[src/rtl/bu_buf_mgr_pkg.sv]
// Shared definitions for the NOU buffer unit: widths, slot status codes and
// the buffer manager FSM state type.
package bu_buf_mgr_pkg;

    localparam int unsigned NOU_BUF_ADDR_WIDTH        = 16;
    localparam int unsigned NOU_BUF_SZ_WIDTH          = 16;
    localparam int unsigned NOU_BUF_SLOT_STATUS_WIDTH = 2;

    // Any status other than FREE counts as not-free; only these two are ever written.
    localparam logic [NOU_BUF_SLOT_STATUS_WIDTH-1:0] NOU_BUF_SLOT_FREE  = 2'd0;
    localparam logic [NOU_BUF_SLOT_STATUS_WIDTH-1:0] NOU_BUF_SLOT_ALLOC = 2'd1;

    typedef enum logic [1:0] {
        StIdle,
        StScan,
        StResp
    } bu_mgr_state_e;

endpackage

[src/rtl/bu_buf_slot.sv]
// One buffer-slot register: status is writable, address and size are loaded
// from the reset-value inputs while rstn is low and held afterwards.
module bu_buf_slot
    import bu_buf_mgr_pkg::*;
(
    input  logic                                 clk,
    input  logic                                 rstn,
    input  logic [NOU_BUF_ADDR_WIDTH-1:0]        rst_addr,
    input  logic [NOU_BUF_SZ_WIDTH-1:0]          rst_size,
    input  logic                                 wr_en,
    input  logic [NOU_BUF_SLOT_STATUS_WIDTH-1:0] wr_status,
    output logic [NOU_BUF_SLOT_STATUS_WIDTH-1:0] status,
    output logic [NOU_BUF_ADDR_WIDTH-1:0]        addr,
    output logic [NOU_BUF_SZ_WIDTH-1:0]          size
);

    logic [NOU_BUF_SLOT_STATUS_WIDTH-1:0] status_q;
    logic [NOU_BUF_ADDR_WIDTH-1:0]        addr_q;
    logic [NOU_BUF_SZ_WIDTH-1:0]          size_q;

    always_ff @(posedge clk or negedge rstn) begin
        if (!rstn) begin
            status_q <= NOU_BUF_SLOT_FREE;
            addr_q   <= rst_addr;
            size_q   <= rst_size;
        end else if (wr_en) begin
            status_q <= wr_status;
        end
    end

    assign status = status_q;
    assign addr   = addr_q;
    assign size   = size_q;

endmodule

[src/rtl/bu_buf_mgr.sv]
// Buffer-slot manager: round-robin arbitration of allocation requests, linear
// first-fit scan over the slot bank, and a single free port.
module bu_buf_mgr
    import bu_buf_mgr_pkg::*;
#(
    parameter int unsigned NUM_SLOTS = 8,
    parameter int unsigned NUM_REQ   = 4
) (
    input  logic                                 clk,
    input  logic                                 rstn,
    input  logic [NOU_BUF_ADDR_WIDTH-1:0]        cfg_base_addr,
    input  logic [NOU_BUF_SZ_WIDTH-1:0]          cfg_slot_size,
    input  logic [NUM_REQ-1:0]                   alloc_req,
    input  logic [NUM_REQ*NOU_BUF_SZ_WIDTH-1:0]  alloc_size,
    output logic [NUM_REQ-1:0]                   alloc_gnt,
    output logic                                 alloc_ok,
    output logic [$clog2(NUM_SLOTS)-1:0]         alloc_slot,
    output logic [NOU_BUF_ADDR_WIDTH-1:0]        alloc_addr,
    input  logic                                 free_vld,
    input  logic [$clog2(NUM_SLOTS)-1:0]         free_slot,
    output logic                                 free_err,
    output logic [$clog2(NUM_SLOTS):0]           free_cnt
);

    localparam int unsigned AW  = NOU_BUF_ADDR_WIDTH;
    localparam int unsigned SZW = NOU_BUF_SZ_WIDTH;
    localparam int unsigned STW = NOU_BUF_SLOT_STATUS_WIDTH;
    localparam int unsigned SW  = $clog2(NUM_SLOTS);
    localparam int unsigned RW  = $clog2(NUM_REQ);
    localparam int unsigned CW  = SW + 1;

    bu_mgr_state_e        state_q, state_d;
    logic [RW-1:0]        rr_ptr_q, rr_ptr_d;
    logic [RW-1:0]        win_idx_q, win_idx_d;
    logic [SZW-1:0]       win_size_q, win_size_d;
    logic [SW-1:0]        scan_idx_q, scan_idx_d;
    logic [NUM_REQ-1:0]   alloc_gnt_q, alloc_gnt_d;
    logic                 alloc_ok_q, alloc_ok_d;
    logic [SW-1:0]        alloc_slot_q, alloc_slot_d;
    logic [AW-1:0]        alloc_addr_q, alloc_addr_d;
    logic                 free_err_q;
    logic [CW-1:0]        free_cnt_q;

    logic [STW-1:0]       slot_status [NUM_SLOTS];
    logic [AW-1:0]        slot_addr   [NUM_SLOTS];
    logic [SZW-1:0]       slot_size   [NUM_SLOTS];

    logic                 arb_found;
    logic [RW-1:0]        arb_idx;
    int unsigned          cand;
    logic [RW-1:0]        cand_idx;
    logic                 scan_hit;
    logic                 alloc_wr;
    logic                 free_ok;

    // The allocation write lands at the end of RESP, so a same-cycle free still
    // sees the slot as FREE and is rejected.
    assign alloc_wr = (state_q == StResp) && alloc_ok_q;
    assign free_ok  = free_vld && (slot_status[free_slot] == NOU_BUF_SLOT_ALLOC);
    assign scan_hit = (slot_status[scan_idx_q] == NOU_BUF_SLOT_FREE) &&
                      (slot_size[scan_idx_q] >= win_size_q);

    for (genvar i = 0; i < NUM_SLOTS; i++) begin : g_slot
        logic [AW-1:0]  rst_addr;
        logic           alloc_sel;
        logic           free_sel;
        logic           wr_en;
        logic [STW-1:0] wr_status;

        assign rst_addr  = cfg_base_addr + AW'(i) * AW'(cfg_slot_size);
        assign alloc_sel = alloc_wr && (alloc_slot_q == SW'(i));
        assign free_sel  = free_ok && (free_slot == SW'(i));
        assign wr_en     = alloc_sel || free_sel;
        assign wr_status = alloc_sel ? NOU_BUF_SLOT_ALLOC : NOU_BUF_SLOT_FREE;

        bu_buf_slot u_slot (
            .clk       (clk),
            .rstn      (rstn),
            .rst_addr  (rst_addr),
            .rst_size  (cfg_slot_size),
            .wr_en     (wr_en),
            .wr_status (wr_status),
            .status    (slot_status[i]),
            .addr      (slot_addr[i]),
            .size      (slot_size[i])
        );
    end

    always_comb begin
        arb_found = 1'b0;
        arb_idx   = '0;
        cand      = 0;
        cand_idx  = '0;
        for (int unsigned k = 0; k < NUM_REQ; k++) begin
            cand     = (32'(rr_ptr_q) + k) % NUM_REQ;
            cand_idx = RW'(cand);
            if (!arb_found && alloc_req[cand_idx]) begin
                arb_found = 1'b1;
                arb_idx   = cand_idx;
            end
        end
    end

    always_comb begin
        state_d      = state_q;
        rr_ptr_d     = rr_ptr_q;
        win_idx_d    = win_idx_q;
        win_size_d   = win_size_q;
        scan_idx_d   = scan_idx_q;
        alloc_gnt_d  = '0;
        alloc_ok_d   = 1'b0;
        alloc_slot_d = alloc_slot_q;
        alloc_addr_d = alloc_addr_q;
        unique case (state_q)
            StIdle: begin
                if (arb_found) begin
                    win_idx_d  = arb_idx;
                    win_size_d = alloc_size[32'(arb_idx) * SZW +: SZW];
                    scan_idx_d = '0;
                    state_d    = StScan;
                end
            end
            StScan: begin
                if (scan_hit) begin
                    state_d                = StResp;
                    alloc_gnt_d[win_idx_q] = 1'b1;
                    alloc_ok_d             = 1'b1;
                    alloc_slot_d           = scan_idx_q;
                    alloc_addr_d           = slot_addr[scan_idx_q];
                end else if (scan_idx_q == SW'(NUM_SLOTS - 1)) begin
                    state_d                = StResp;
                    alloc_gnt_d[win_idx_q] = 1'b1;
                end else begin
                    scan_idx_d = scan_idx_q + 1'b1;
                end
            end
            StResp: begin
                rr_ptr_d = (win_idx_q == RW'(NUM_REQ - 1)) ? '0 : win_idx_q + 1'b1;
                state_d  = StIdle;
            end
            default: state_d = StIdle;
        endcase
    end

    always_ff @(posedge clk or negedge rstn) begin
        if (!rstn) begin
            state_q      <= StIdle;
            rr_ptr_q     <= '0;
            win_idx_q    <= '0;
            win_size_q   <= '0;
            scan_idx_q   <= '0;
            alloc_gnt_q  <= '0;
            alloc_ok_q   <= 1'b0;
            alloc_slot_q <= '0;
            alloc_addr_q <= '0;
            free_err_q   <= 1'b0;
            free_cnt_q   <= CW'(NUM_SLOTS);
        end else begin
            state_q      <= state_d;
            rr_ptr_q     <= rr_ptr_d;
            win_idx_q    <= win_idx_d;
            win_size_q   <= win_size_d;
            scan_idx_q   <= scan_idx_d;
            alloc_gnt_q  <= alloc_gnt_d;
            alloc_ok_q   <= alloc_ok_d;
            alloc_slot_q <= alloc_slot_d;
            alloc_addr_q <= alloc_addr_d;
            free_err_q   <= free_vld && !free_ok;
            free_cnt_q   <= free_cnt_q + CW'(free_ok) - CW'(alloc_wr);
        end
    end

    assign alloc_gnt  = alloc_gnt_q;
    assign alloc_ok   = alloc_ok_q;
    assign alloc_slot = alloc_slot_q;
    assign alloc_addr = alloc_addr_q;
    assign free_err   = free_err_q;
    assign free_cnt   = free_cnt_q;

endmodule

[config.mk]
export PLATFORM = sky130hd
export DESIGN_NAME = bu_buf_mgr
export DESIGN_NICKNAME = d
export VERILOG_FILES = /design/src/rtl/bu_buf_mgr_pkg.sv /design/src/rtl/bu_buf_slot.sv /design/src/rtl/bu_buf_mgr.sv
export SDC_FILE = /design/constraint.sdc
export NUM_CORES = 1
export LEC_CHECK = 0
export ABC_AREA = 1
export ABC_CLOCK_PERIOD_IN_PS = 4500
export CAP_MARGIN = 20
export CORE_MARGIN = 3
export CORE_UTILIZATION = 45
export CTS_BUF_LIST = sky130_fd_sc_hd__clkbuf_8
export DETAILED_ROUTE_END_ITERATION = 12
export PLACE_DENSITY = 0.62
export SYNTH_ARGS = -nofsm -noshare
export SYNTH_HDL_FRONTEND = slang
export SYNTH_HIERARCHICAL = 1
export SYNTH_SLANG_ARGS = --single-unit
[constraint.sdc]
create_clock -name clk -period 4.5 [get_ports clk]
set_input_delay 0.9 -clock clk [delete_from_list [all_inputs] [get_ports clk]]
set_output_delay 0.9 -clock clk [all_outputs]
set_load 0.01 [all_outputs]
; Word level (Yosys, flattened, before mapping)
; Cells that the tools add are included.
[totals]
ff_bits = 70
inputBits = 106
out_inout_bits = 29
elab_cells = 158
[classes]
n_addsub = 7
n_lt_le_gt_ge = 9
eq_ne = 23
shifts = 1
muxes = 52
bitwise_logic = 2
reduce_logical = 45
[op_table]
columns = op, count
row1 = binary-select mux 16 bit (select 3 bit), 2
row2 = two-way mux 16 bit, 4
row3 = indexed part select 64 x 7 -> 16 bit, 1
row4 = "equality test 3 bit, second input constant", 9
row5 = logical AND 1 bit, 24
row6 = two-way mux 2 bit, 12
row7 = two-way mux 1 bit, 19
row8 = >= comparator 16 bit, 1
row9 = "< comparator 2 x 3 -> 1 bit, second input constant", 5
row10 = binary-select mux 2 bit (select 3 bit), 2
row11 = "equality test 3 x 2 -> 1 bit, second input constant", 4
row12 = two-way mux 4 bit, 3
row13 = two-way mux 3 bit, 3
row14 = binary-select mux 1 bit (select 2 bit), 4
row15 = ">= comparator 4 bit, second input constant", 2
row16 = logical OR 1 bit, 8
row17 = NOT 3 -> 4 bit, 2
row18 = "equality test 3 x 1 -> 1 bit, second input constant", 2
row19 = zero test 3 bit, 2
row20 = "!= test 2 bit, second input constant", 3
row21 = case mux 3 bit (2 select lines), 1
row22 = AND reduction 2 bit, 3
row23 = "adder 2 x 1 -> 2 bit, second input constant", 2
row24 = "adder 2 bit, second input constant", 2
row25 = other kinds (13), 19

; Longest topological paths before layout
; Gate-level depths: netlist (run 1).
[depth]
depth_word = 14
mapped_depth = 21

; Hierarchy
; The synthesis (run 1) kept the hierarchy.
[by_module_without_submodules]
columns = module, n_inst, cells_each, area_per_inst_um2
row1 = bu_buf_mgr, 1, 1940, 12535.8
row2 = bu_buf_slot, 8, 42, 320.3

; Least setup slack after synthesis (run 1)
; No wires, ideal clock.
[synth_timing]
kind = reg-to-reg
startpoint = register scan_idx_q[0]
endpoint = register scan_idx_q[1]
t_arrival_ps = 2802
path_slack_ps = 1581
stages_incl_launch_ff = 20
synth_period_minus_slack_ps = 2919
cell_sequence = dfrtp_1 buf_4 inv_2 buf_2 buf_2 buf_2 nor2_1 o22ai_1 nor2_1 a31oi_1 ha_1 nand2_1 nor4_1 nand3_1 nand3_1 nand3_1 buf_2 buf_2 nand4_1 nand2_1
[synth_between]
elab_chain_len = 8
elab_cells_between_ends = 18
[synth_lines]
columns = element, line_no
row1 = "start, declared", bu_buf_mgr.sv:36  ; logic [SW-1:0] scan_idx_q, scan_idx_d;
row2 = "start signal, assigned", bu_buf_mgr.sv:163  ; scan_idx_q <= scan_idx_d;
row3 = NOT 3 -> 4 bit (not written as such), "bu_buf_mgr.sv:60, bu_buf_mgr.sv:61"
row4 = binary-select mux 16 bit (select 3 bit) / binary-select mux 2 bit (select 3 bit) (equally long branches), "bu_buf_mgr.sv:61, bu_buf_mgr.sv:60"
row5 = two-way mux 16 bit (not written as such) / two-way mux 2 bit (equally long branches) (2 in a row), "bu_buf_mgr.sv:61, bu_buf_mgr.sv:60"
row6 = >= comparator 16 bit / zero test 2 bit (equally long branches), "bu_buf_mgr.sv:61, bu_buf_mgr.sv:60"
row7 = logical AND 1 bit, bu_buf_mgr.sv:60  ; assign scan_hit = (slot_status[scan_idx_q] == NOU_BUF_SLOT_FREE) &&
row8 = != test 2 bit (no line), n/a
row9 = AND reduction 4 bit (no line), n/a
; Parallel ways exist; a longest one is shown, timed or not. The select of a mux whose other input is x is not followed.
; A chain may end at the register's enable or synchronous reset.

; Worst setup path after layout (run 1)
[layout_timing]
startpoint = register scan_idx_q[0]
endpoint = register alloc_addr_q[6], in the netlist alloc_addr[6]
[layout_between]
elab_chain_len = 7
elab_cells_between_ends = 14
[layout_lines]
columns = element, line_no
row1 = NOT 3 -> 4 bit (not written as such) (*), "bu_buf_mgr.sv:60, bu_buf_mgr.sv:61, bu_buf_mgr.sv:129"
row2 = binary-select mux 16 bit (select 3 bit) / binary-select mux 2 bit (select 3 bit) (equally long branches), "bu_buf_mgr.sv:61, bu_buf_mgr.sv:60"
row3 = two-way mux 16 bit (not written as such) / two-way mux 2 bit (equally long branches) (2 in a row), "bu_buf_mgr.sv:61, bu_buf_mgr.sv:60"
row4 = >= comparator 16 bit / zero test 2 bit (equally long branches), "bu_buf_mgr.sv:61, bu_buf_mgr.sv:60"
row5 = logical AND 1 bit, bu_buf_mgr.sv:60
row6 = AND reduction 2 bit (no line), n/a
row7 = "end signal, assigned", bu_buf_mgr.sv:167  ; alloc_addr_q <= alloc_addr_d;
row8 = "end, declared", bu_buf_mgr.sv:40  ; logic [AW-1:0] alloc_addr_q, alloc_addr_d;
; Mark *: on every way between the ends. The rest lies on a longest branch, timed or not. The select of a mux whose other input is x is not followed.

==> impl_metrics.csv, run 1 <==
group,metric,value,unit
critical_path,r2r_start,"scan_idx_q[0]$_DFFE_PN0P_",
final_layout,num-nets-final,1593,
clock_network,clock_insertion_delay_worst_skew,0.36,ns
sta,post-route-min-period,3.770,ns
die,fp.coreArea,0.01889,sq mm
critical_path,critical_path.top_delay_family,"simple AND/OR/NAND/NOR gates",
critical_path,crit_path_end_kind,"register",
clock_network,htree_num_levels,3,
critical_path,critical_path.startpoint_type,"register",
critical_path,r2r_cells,16,
place,gpl.final_weighted_congestion,0.8320,
global_route,grt_usage,0.1657,
final_layout,syn_to_final_growth,4.413,%
final_layout,mostFrequentLayoutCells,"sky130_fd_sc_hd__nand2_1, sky130_fd_sc_hd__conb_1, sky130_fd_sc_hd__nor2_1",
hold_path,hold_end,"g_slot[1].u_slot/status[0]$_DFFE_PN0P_",
route,vias_per_cell,4.148,
sta,finalClockSkew,0.01330,ns
critical_path,r2r_setup_slack,0.73,ns
hold_path,timing.hold.worst.start,"g_slot[1].u_slot/status[0]$_DFFE_PN0P_",
die,floorplan.die.width,145.3,um
sta,slew_viol_final,0,
critical_path,worst-endpoint-required,4.75,ns
critical_path,timing.rr.end,"alloc_addr[6]$_DFFE_PN0P_",
final_layout,finalInstanceArea,0.009119,sq mm
place,detailedPlacementHpwl,12.27,mm
clock_network,postCtsSetupRepairBufs,0,
global_route,grt_first_pass_wirelength,30.02,mm
power,power_density,569.6,mW/mm^2
die,floorplan.initialDensity,0.4623,
synth,synth-warning-count,518,
route,drtAntennaViolNets,0,
sta,max_clock_freq,0.2652,GHz
synth,synthesis.instances,1402,
clock_network,cts_tree,"yes",
route,firstDrtPassIters,5,
die,pin_count,135,
route,dr_total_vias,7156,
hold_path,worst_hold_path_type,"register to register",
critical_path,worst_path_max_delay_cell,"sky130_fd_sc_hd__clkinv_1",
sta,relSlewSlack,0.3463,
place,placedInstanceArea,0.008917,sq mm
clock_network,cts_hold_buf,0,
clock_network,post_cts_resized,0,
place,place_inst,1709,
outcome,outcome,"finished clean",
critical_path,cp_cell_sequence,"inv_2 -> o21ai_0 -> o22ai_1 -> nor2_1 -> a31oi_1 -> ha_1 -> nand2_1 -> nor2_1 -> nor3_1 -> nand2_1 -> nand2_1 -> nand3_1 -> nand3_1 -> clkinv_1 -> nand2_1 -> nand2_1",
place,io_buffers,102,
route,detail_route.wirelength,17.33,mm
critical_path,timing.setup.critical_path_class,"register to register",
synth,post_synthesis_cell_area,0.008733,sq mm
critical_path,path_common_cell,"sky130_fd_sc_hd__nand2_1",
sta,grt_setup_unrepaired,"no",
sta,setup-tns-final,0,ns
power,max-vdd-ir-drop,601.9,uV
hold_path,worstHoldPathCells,2,
clock_network,maximum_clock_path_buffer_count,2,
sta,report.final.hold_viol_count,0,
sta,worst_pin_slew,0.9795,ns
die,floorplan.die_area,0.02112,sq mm
clock_network,path_clk_slew,0.09,ns
global_route,grt_remaining_overflow,0,
critical_path,timing.critical_path.fanout_max,52,
final_layout,final_layout_size_suffix_gt1_frac,0.04505,
critical_path,crit_arrival,4.02,ns
route,drt_iter0_drc,384,
final_layout,finish.cell_count_without_fillers,1725,
die,placement_rows,50,
sta,finalCritPeriodShare,0.8378,
clock_network,clk_root_buffer_cell,"sky130_fd_sc_hd__clkbuf_8",
route,route.detailed.drc,0,
die,die_y,145.3,um
final_layout,num-fill-cells,2056,
global_route,grt_max_degree,136,
synth,post_synthesis_mean_instance_area,6.229,sq um
global_route,via_count_of_the_first_global_routing_pass,6320,
final_layout,insertedDiodeCount,0,
global_route,initial_antenna_violation_count,0,
clock_network,tritoncts.num_buffers,9,
clock_network,clock-sinks,70,
route,avgRoutedWirePerCell,10.04,um
sta,finalSetupViolations,0,
power,leakagePower,4.777,nW
critical_path,cp_slowest_stage_delay,0.55,ns
final_layout,mostFrequentLayoutCell,"sky130_fd_sc_hd__nand2_1",
job,drv.max_cap_violation_count,0,
critical_path,critPathBufInv,2,
[area by class of cell]
cell class,instances,area [sq um],area share
inverters,128,483.0,0.05296
clock inverters,7,77.57,0.008507
flip-flops and latches,70,1757,0.1926
clock buffers,9,123.9,0.01358
well taps,260,325.3,0.03568
repair buffers,114,1119,0.1227
multi-input cells,1137,5234,0.5740
[worst max path at each step]
stage                                    from                          to  cells after the start
global placement    scan_idx_q[0]$_DFFE_PN0P_  alloc_addr[11]$_DFFE_PN0P_                     16
finish              scan_idx_q[0]$_DFFE_PN0P_   alloc_addr[6]$_DFFE_PN0P_                     16
CTS                 scan_idx_q[0]$_DFFE_PN0P_   alloc_addr[6]$_DFFE_PN0P_                     16
floorplan           scan_idx_q[0]$_DFFE_PN0P_   scan_idx_q[1]$_DFFE_PN0P_                     19
global route        scan_idx_q[0]$_DFFE_PN0P_   alloc_addr[6]$_DFFE_PN0P_                     16
detailed placement  scan_idx_q[0]$_DFFE_PN0P_   alloc_addr[6]$_DFFE_PN0P_                     16
[metal layers]
| layer | vias to the layer above | share of wire | track usage |
|---|---|---|---|
| li1 | 4051 | - | - |
| met5 | - | 0 | 0 |
| met3 | 12 | 0.044 | 0.03342 |
| met1 | 2978 | 0.52 | 0.2401 |
| met4 | 0 | 0.0081 | 0.03086 |
| met2 | 115 | 0.42 | 0.2585 |
[per-stage QoR]
step	utilization	hold slack, ns	power, mW	setup slack, ns
final	0.4826	0.4811	5.194	0.7299
after global routing	0.4826	0.4978	5.880	0.1778
after CTS	0.4826	0.4850	5.263	0.7331
after detailed placement	0.4720	0.4641	4.706	0.7448
after global placement	0.4720	0.4558	4.654	0.8189
after floorplan	-	0.4419	3.983	1.581
[report_power, final]
group / total [mW] / internal [mW] / switching [mW]
Sequential: 1.06 / 0.875 / 0.186
Combinational: 3.60 / 1.35 / 2.25
Clock: 0.533 / 0.263 / 0.271
Total: 5.19 / 2.48 / 2.71
[flip-flops by register name, indices dropped and copies added (netlist names)]
name,cells
alloc_addr,16
alloc_gnt,4
alloc_ok,1
alloc_slot,3
free_cnt,4
free_err,1
g_slot.u_slot/status,16
rr_ptr_q,2
scan_idx_q,3
state_q,2
win_idx_q,2
win_size_q,16
[tightest hold or removal path, cell delays in order (launching register included)]
cell                      delay, ns
sky130_fd_sc_hd__dfrtp_1       0.35
sky130_fd_sc_hd__nand2_1       0.05
sky130_fd_sc_hd__nand2_1       0.05
Note: power is estimated with default switching activity, not from simulation.
==> run 2: changes to the inputs <==
Settings changed: ABC_CLOCK_PERIOD_IN_PS 4500 to 3550.
Clock period 4.5 ns to 3.55 ns, I/O delays scaled along.
==> run 2 against run 1 <==
Effect of this change:
- combinational power up 30%
- routed wire length up 2.1%
- sequential power up 26%
- sequential share of layout area down 0.21 points
- utilization up 0.53 points
- power up 29%
- hold slack worse by 0.24 ns
==> impl_metrics.csv, run 2 (synthesis gave the netlist of run 1 again) <==
group,metric,value,unit
critical_path,r2r_setup_slack,0.32,ns
global_route,grt_remaining_overflow,0,
global_route,grt_usage,0.1669,
place,gpl.final_weighted_congestion,0.8493,
place,io_buffers,102,
sta,post-route-min-period,3.230,ns
global_route,via_count_of_the_first_global_routing_pass,6460,
route,dr_total_vias,7247,
sta,max_clock_freq,0.3096,GHz
sta,grt_setup_unrepaired,"no",
die,die_y,145.3,um
critical_path,cp_slowest_stage_delay,0.43,ns
clock_network,clock_insertion_delay_worst_skew,0.37,ns
global_route,initial_antenna_violation_count,0,
critical_path,critical_path.startpoint_type,"register",
route,vias_per_cell,4.172,
die,placement_rows,50,
sta,finalSetupViolations,0,
sta,report.final.hold_viol_count,0,
clock_network,clk_root_buffer_cell,"sky130_fd_sc_hd__clkbuf_8",
clock_network,cts_tree,"yes",
final_layout,num-fill-cells,2038,
clock_network,tritoncts.num_buffers,9,
route,avgRoutedWirePerCell,10.19,um
die,floorplan.die_area,0.02112,sq mm
power,max-vdd-ir-drop,735.8,uV
critical_path,crit_arrival,3.47,ns
critical_path,cp_cell_sequence,"buf_4 -> buf_4 -> nor2_1 -> nor2_1 -> o21ai_0 -> a31oi_1 -> ha_1 -> a21o_1 -> o21ai_0 -> nand2_1 -> nand2_1 -> nand3_1 -> nand3_1 -> buf_4 -> o21ai_0",
sta,relSlewSlack,0.6124,
global_route,grt_first_pass_wirelength,30.16,mm
sta,worst_pin_slew,0.5815,ns
critical_path,worst_path_max_delay_cell,"sky130_fd_sc_hd__dfrtp_4",
route,drt_iter0_drc,359,
clock_network,htree_num_levels,3,
job,drv.max_cap_violation_count,0,
final_layout,num-nets-final,1605,
clock_network,maximum_clock_path_buffer_count,2,
critical_path,worst-endpoint-required,3.79,ns
sta,setup-tns-final,0,ns
die,floorplan.initialDensity,0.4623,
route,drtAntennaViolNets,0,
hold_path,worst_hold_path_type,"input port to asynchronous set/reset pin",
sta,finalCritPeriodShare,0.9098,
power,power_density,725.8,mW/mm^2
place,place_inst,1721,
global_route,grt_most_used_layer,"met2",
outcome,outcome,"finished clean",
die,pin_count,135,
die,floorplan.die.width,145.3,um
final_layout,syn_to_final_growth,5.559,%
sta,slew_viol_final,0,
sta,finalClockSkew,0.02162,ns
clock_network,clock-sinks,70,
critical_path,critical_path.top_delay_family,"buffers and inverters",
final_layout,area_of_the_multi_input_gates,0.005234,sq mm
route,detail_route.wirelength,17.69,mm
critical_path,timing.critical_path.fanout_max,37,
clock_network,path_clk_slew,0.09,ns
final_layout,mostFrequentLayoutCell,"sky130_fd_sc_hd__nand2_1",
final_layout,insertedDiodeCount,0,
power,leakagePower,4.843,nW
global_route,grtUsageMet3,0.03435,
place,detailedPlacementHpwl,13.16,mm
global_route,grt_max_degree,65,
route,route.detailed.drc,0,
critical_path,critPathBufInv,3,
critical_path,timing.setup.critical_path_class,"register to register",
final_layout,sequential_cell_area,0.001757,sq mm
final_layout,final_layout_size_suffix_gt1_frac,0.05213,
global_route,grt.met1_usage,0.2360,
critical_path,crit_path_end_kind,"register",
global_route,grt_use_met2,0.2657,
final_layout,mostFrequentLayoutCells,"sky130_fd_sc_hd__nand2_1, sky130_fd_sc_hd__conb_1, sky130_fd_sc_hd__nor2_1",
clock_network,postCtsSetupRepairBufs,0,
final_layout,finish.cell_count_without_fillers,1737,
route,firstDrtPassIters,5,
die,fp.coreArea,0.01889,sq mm
==> run 2: report_power, final <==
group | switching, mW | total, mW | leakage (nW) | internal, mW
logic | 2.89 | 4.69 | 3.86 | 1.80
clock network | 0.330 | 0.658 | 0.105 | 0.328
registers | 0.234 | 1.34 | 0.879 | 1.11
total | 3.45 | 6.69 | 4.84 | 3.24
==> run 2: worst register-to-register path, cell delays in order (launching register included) <==
cell,delay [ns]
sky130_fd_sc_hd__dfrtp_4,0.43
sky130_fd_sc_hd__buf_4,0.33
sky130_fd_sc_hd__buf_4,0.29
sky130_fd_sc_hd__nor2_1,0.07
sky130_fd_sc_hd__nor2_1,0.07
sky130_fd_sc_hd__o21ai_0,0.09
sky130_fd_sc_hd__a31oi_1,0.28
sky130_fd_sc_hd__ha_1,0.30
sky130_fd_sc_hd__a21o_1,0.18
sky130_fd_sc_hd__o21ai_0,0.15
sky130_fd_sc_hd__nand2_1,0.06
sky130_fd_sc_hd__nand2_1,0.05
sky130_fd_sc_hd__nand3_1,0.10
sky130_fd_sc_hd__nand3_1,0.25
sky130_fd_sc_hd__buf_4,0.32
sky130_fd_sc_hd__o21ai_0,0.13
==> run 2: timing repair <==
item,in CTS,in global routing
hold buffers,0,0
endpoints found under the setup margin,0,7
resized for setup,0,1
==> run 2: layer usage <==
layer	part of all wire	wire length, um
met1	0.51	9052
met4	0.0092	163
met3	0.048	857
met5	0	0
met2	0.43	7619
==> run 2: worst paths after layout <==
kind / start / to / cells past startpoint
min: rstn / alloc_addr[8]$_DFFE_PN0P_ / 1
max: scan_idx_q[0]$_DFFE_PN0P_ / alloc_slot[2]$_DFFE_PN0P_ / 15
min reg2reg: g_slot[5].u_slot/status[1]$_DFFE_PN0P_ / g_slot[5].u_slot/status[1]$_DFFE_PN0P_ / 2
max in group asynchronous: rstn / scan_idx_q[0]$_DFFE_PN0P_ / 2
max reg2reg: scan_idx_q[0]$_DFFE_PN0P_ / alloc_slot[2]$_DFFE_PN0P_ / 15
min in group clk: g_slot[5].u_slot/status[1]$_DFFE_PN0P_ / g_slot[5].u_slot/status[1]$_DFFE_PN0P_ / 2
==> run 2: final cells by class <==
cell class              instances  area share
flip-flops and latches         70      0.1906
well taps                     260     0.03529
repair buffers                126      0.1325
inverters                     128     0.05252
clock buffers                   9     0.01344
multi-input cells            1137      0.5677
clock inverters                 7    0.008008
==> run 2: stage by stage <==
stage	hold WS, ns	setup WS, ns	cell area [sq um]	power (mW)	utilization
final	0.2446	0.3202	9219	6.691	0.4879
after global routing	0.2592	0.005937	9219	7.564	0.4879
after CTS	0.2605	0.2851	9218	6.777	0.4879
after detailed placement	0.4673	0.2502	9020	6.096	0.4774
after global placement	0.4597	0.2813	9020	6.037	0.4774
after floorplan	0.4144	0.6306	9691	5.049	-
==> run 3: changes to the inputs <==
Settings changed: CTS_CLUSTER_SIZE set to 8.
==> results of run 3 <==
Final layout, timing and power as in run 2 (identical DEF).
==> edit, RTL diff (settings of run 2) <==
Add an input register stage for `cfg_base_addr` and `cfg_slot_size`, without a reset; this delays them by one clock. The other inputs are not delayed to match.
--- a/src/rtl/bu_buf_mgr.sv
+++ b/src/rtl/bu_buf_mgr.sv
@@ -28,6 +28,14 @@
     localparam int unsigned SW  = $clog2(NUM_SLOTS);
     localparam int unsigned RW  = $clog2(NUM_REQ);
     localparam int unsigned CW  = SW + 1;
+
+    logic [NOU_BUF_ADDR_WIDTH-1:0] cfg_base_addr_q;
+    logic [NOU_BUF_SZ_WIDTH-1:0] cfg_slot_size_q;
+
+    always_ff @(posedge clk) begin
+        cfg_base_addr_q <= cfg_base_addr;
+        cfg_slot_size_q <= cfg_slot_size;
+    end
 
     bu_mgr_state_e        state_q, state_d;
     logic [RW-1:0]        rr_ptr_q, rr_ptr_d;
@@ -67,7 +75,7 @@
         logic           wr_en;
         logic [STW-1:0] wr_status;
 
-        assign rst_addr  = cfg_base_addr + AW'(i) * AW'(cfg_slot_size);
+        assign rst_addr  = cfg_base_addr_q + AW'(i) * AW'(cfg_slot_size_q);
         assign alloc_sel = alloc_wr && (alloc_slot_q == SW'(i));
         assign free_sel  = free_ok && (free_slot == SW'(i));
         assign wr_en     = alloc_sel || free_sel;
@@ -77,7 +85,7 @@
             .clk       (clk),
             .rstn      (rstn),
             .rst_addr  (rst_addr),
-            .rst_size  (cfg_slot_size),
+            .rst_size  (cfg_slot_size_q),
             .wr_en     (wr_en),
             .wr_status (wr_status),
             .status    (slot_status[i]),
Formal check against the unedited RTL: equivalent (Yosys induction, for registers that start in step).
==> edit against run 2 <==
Fmax rose by 5.0%; setup slack improved by 0.15 ns; sequential cell count did not move; area after synthesis fell by 1.3%; total power fell by 5.8%; global-route usage rose by 0.46 points; critical path type unchanged; critical endpoint is now alloc_addr[2]; routed wire length fell by 3.1%; cell area fell by 1.9%; largest power group unchanged; core utilization rose by 0.37 points; die area fell by 1.3%; clock skew fell by 0.012 ns; count of clock-buffer cells in the layout rose by 1.
==> edit: results <==
{
  "post_cts_resized": 0,
  "ys_warn_count": 518,
  "initialDrtViolationCount": 355,
  "first_global_vias": 6177,
  "arrival_ns": 3.31,
  "p_comb_mw": 4.35,
  "met3_usage_pct": 4.13,
  "switchingPower_mw": 3.20,
  "drive_gt1_share_pct": 4.76,
  "grtUsageMet2_pct": 27.0,
  "cp_max_fo": 23,
  "wl_met1_um": 8560,
  "place_congestion": 0.895,
  "layout.nets": 1537,
  "wl_met3_um": 882,
  "cts_setup_buffers": 0,
  "grt_max_degree": 71,
  "ir_drop_v": 0.000485,
  "hp-class": "input pin to async pin",
  "stdcell_count": 1638,
  "status": "finished, final reports clean",
  "dpl_cell_area_um2": 8850,
  "synth.avg_cell_area_um2": 6.43,
  "startpoint": "scan_idx_q[0]",
  "combPwrFrac_pct": 69.0,
  "clkPwrFrac_pct": 10.4,
  "grtUsageMet1_pct": 23.8,
  "leakage_nw": 4.74,
  "finalWirelength_um": 17100,
  "worstMarginPinSlew_ns": 0.901,
  "portBuffers": 102,
  "grt_pass1_wl_um": 29600,
  "topRoutingLayerUsed": "met4",
  "first_pass_iters": 5,
  "cts_max_path_buffers": 2,
  "dpl.hpwl_um": 12300,
  "antenna_found_initial": 0,
  "skew_ns": 0.00976,
  "dr_total_vias": 7077,
  "cts_made_buffers": 9,
  "dr_wl_met2_um": 7500,
  "grt_usage_pct": 17.1
}
## edit: cell types whose count changed in the layout (fill, tap and decap cells not counted), sizes merged, moves of 3 or more
cell,before,now
a21boi,0,3
inv,129,113
a221oi,2,33
nand2,334,310
nor2,189,136
o21ai,126,96
o22ai,32,24
buf,25,20
a32o,16,0
a21oi,29,77
## edit: through the flow
step / setup slack (ns) / hold WS, ns
6_report: 0.474 / 0.476
5_1_grt: 0.0468 / 0.509
4_1_cts: 0.423 / 0.486
3_5_place_dp: 0.144 / 0.465
3_3_place_gp: 0.146 / 0.459
2_1_floorplan: 0.731 / 0.414
## edit: path summary, 6_finish.rpt
| kind | to | slack (ns) | depth (start not counted) |
|---|---|---|---|
| min in group clk | alloc_addr[5] | 0.48 | 2 |
| worst max register to register | alloc_addr[2] | 0.47 | 16 |
| worst min-delay path | alloc_addr[9] | 0.48 | 1 |
| worst min register to register | alloc_addr[5] | 0.48 | 2 |
| worst max-delay path | alloc_addr[2] | 0.47 | 16 |
| max in group asynchronous | scan_idx_q[0] | 2.41 | 1 |
## edit: critical path, stage by stage (launching register included)
cell and delay [ns]:
dfrtp_4 0.50, clkinv_2 0.23, buf_4 0.26, nor2_1 0.06, o22ai_1 0.17, nor2_1 0.06
a31oi_1 0.19, ha_1 0.28, a21oi_1 0.15, o21ai_0 0.10, a21oi_1 0.15, nand3_1 0.15
nand3_1 0.20, inv_1 0.08, buf_4 0.17, o21ai_0 0.12, nand2_1 0.09
## edit: layout make-up
cell class / instances / area [um2]
fillers: 1954 / 9350
inverters: 114 / 432
multi-input cells: 1088 / 5160
clock inverters: 6 / 55.1
clock buffers: 10 / 138
flip-flops and latches: 70 / 1760
repair buffers: 121 / 1210
well taps: 229 / 287
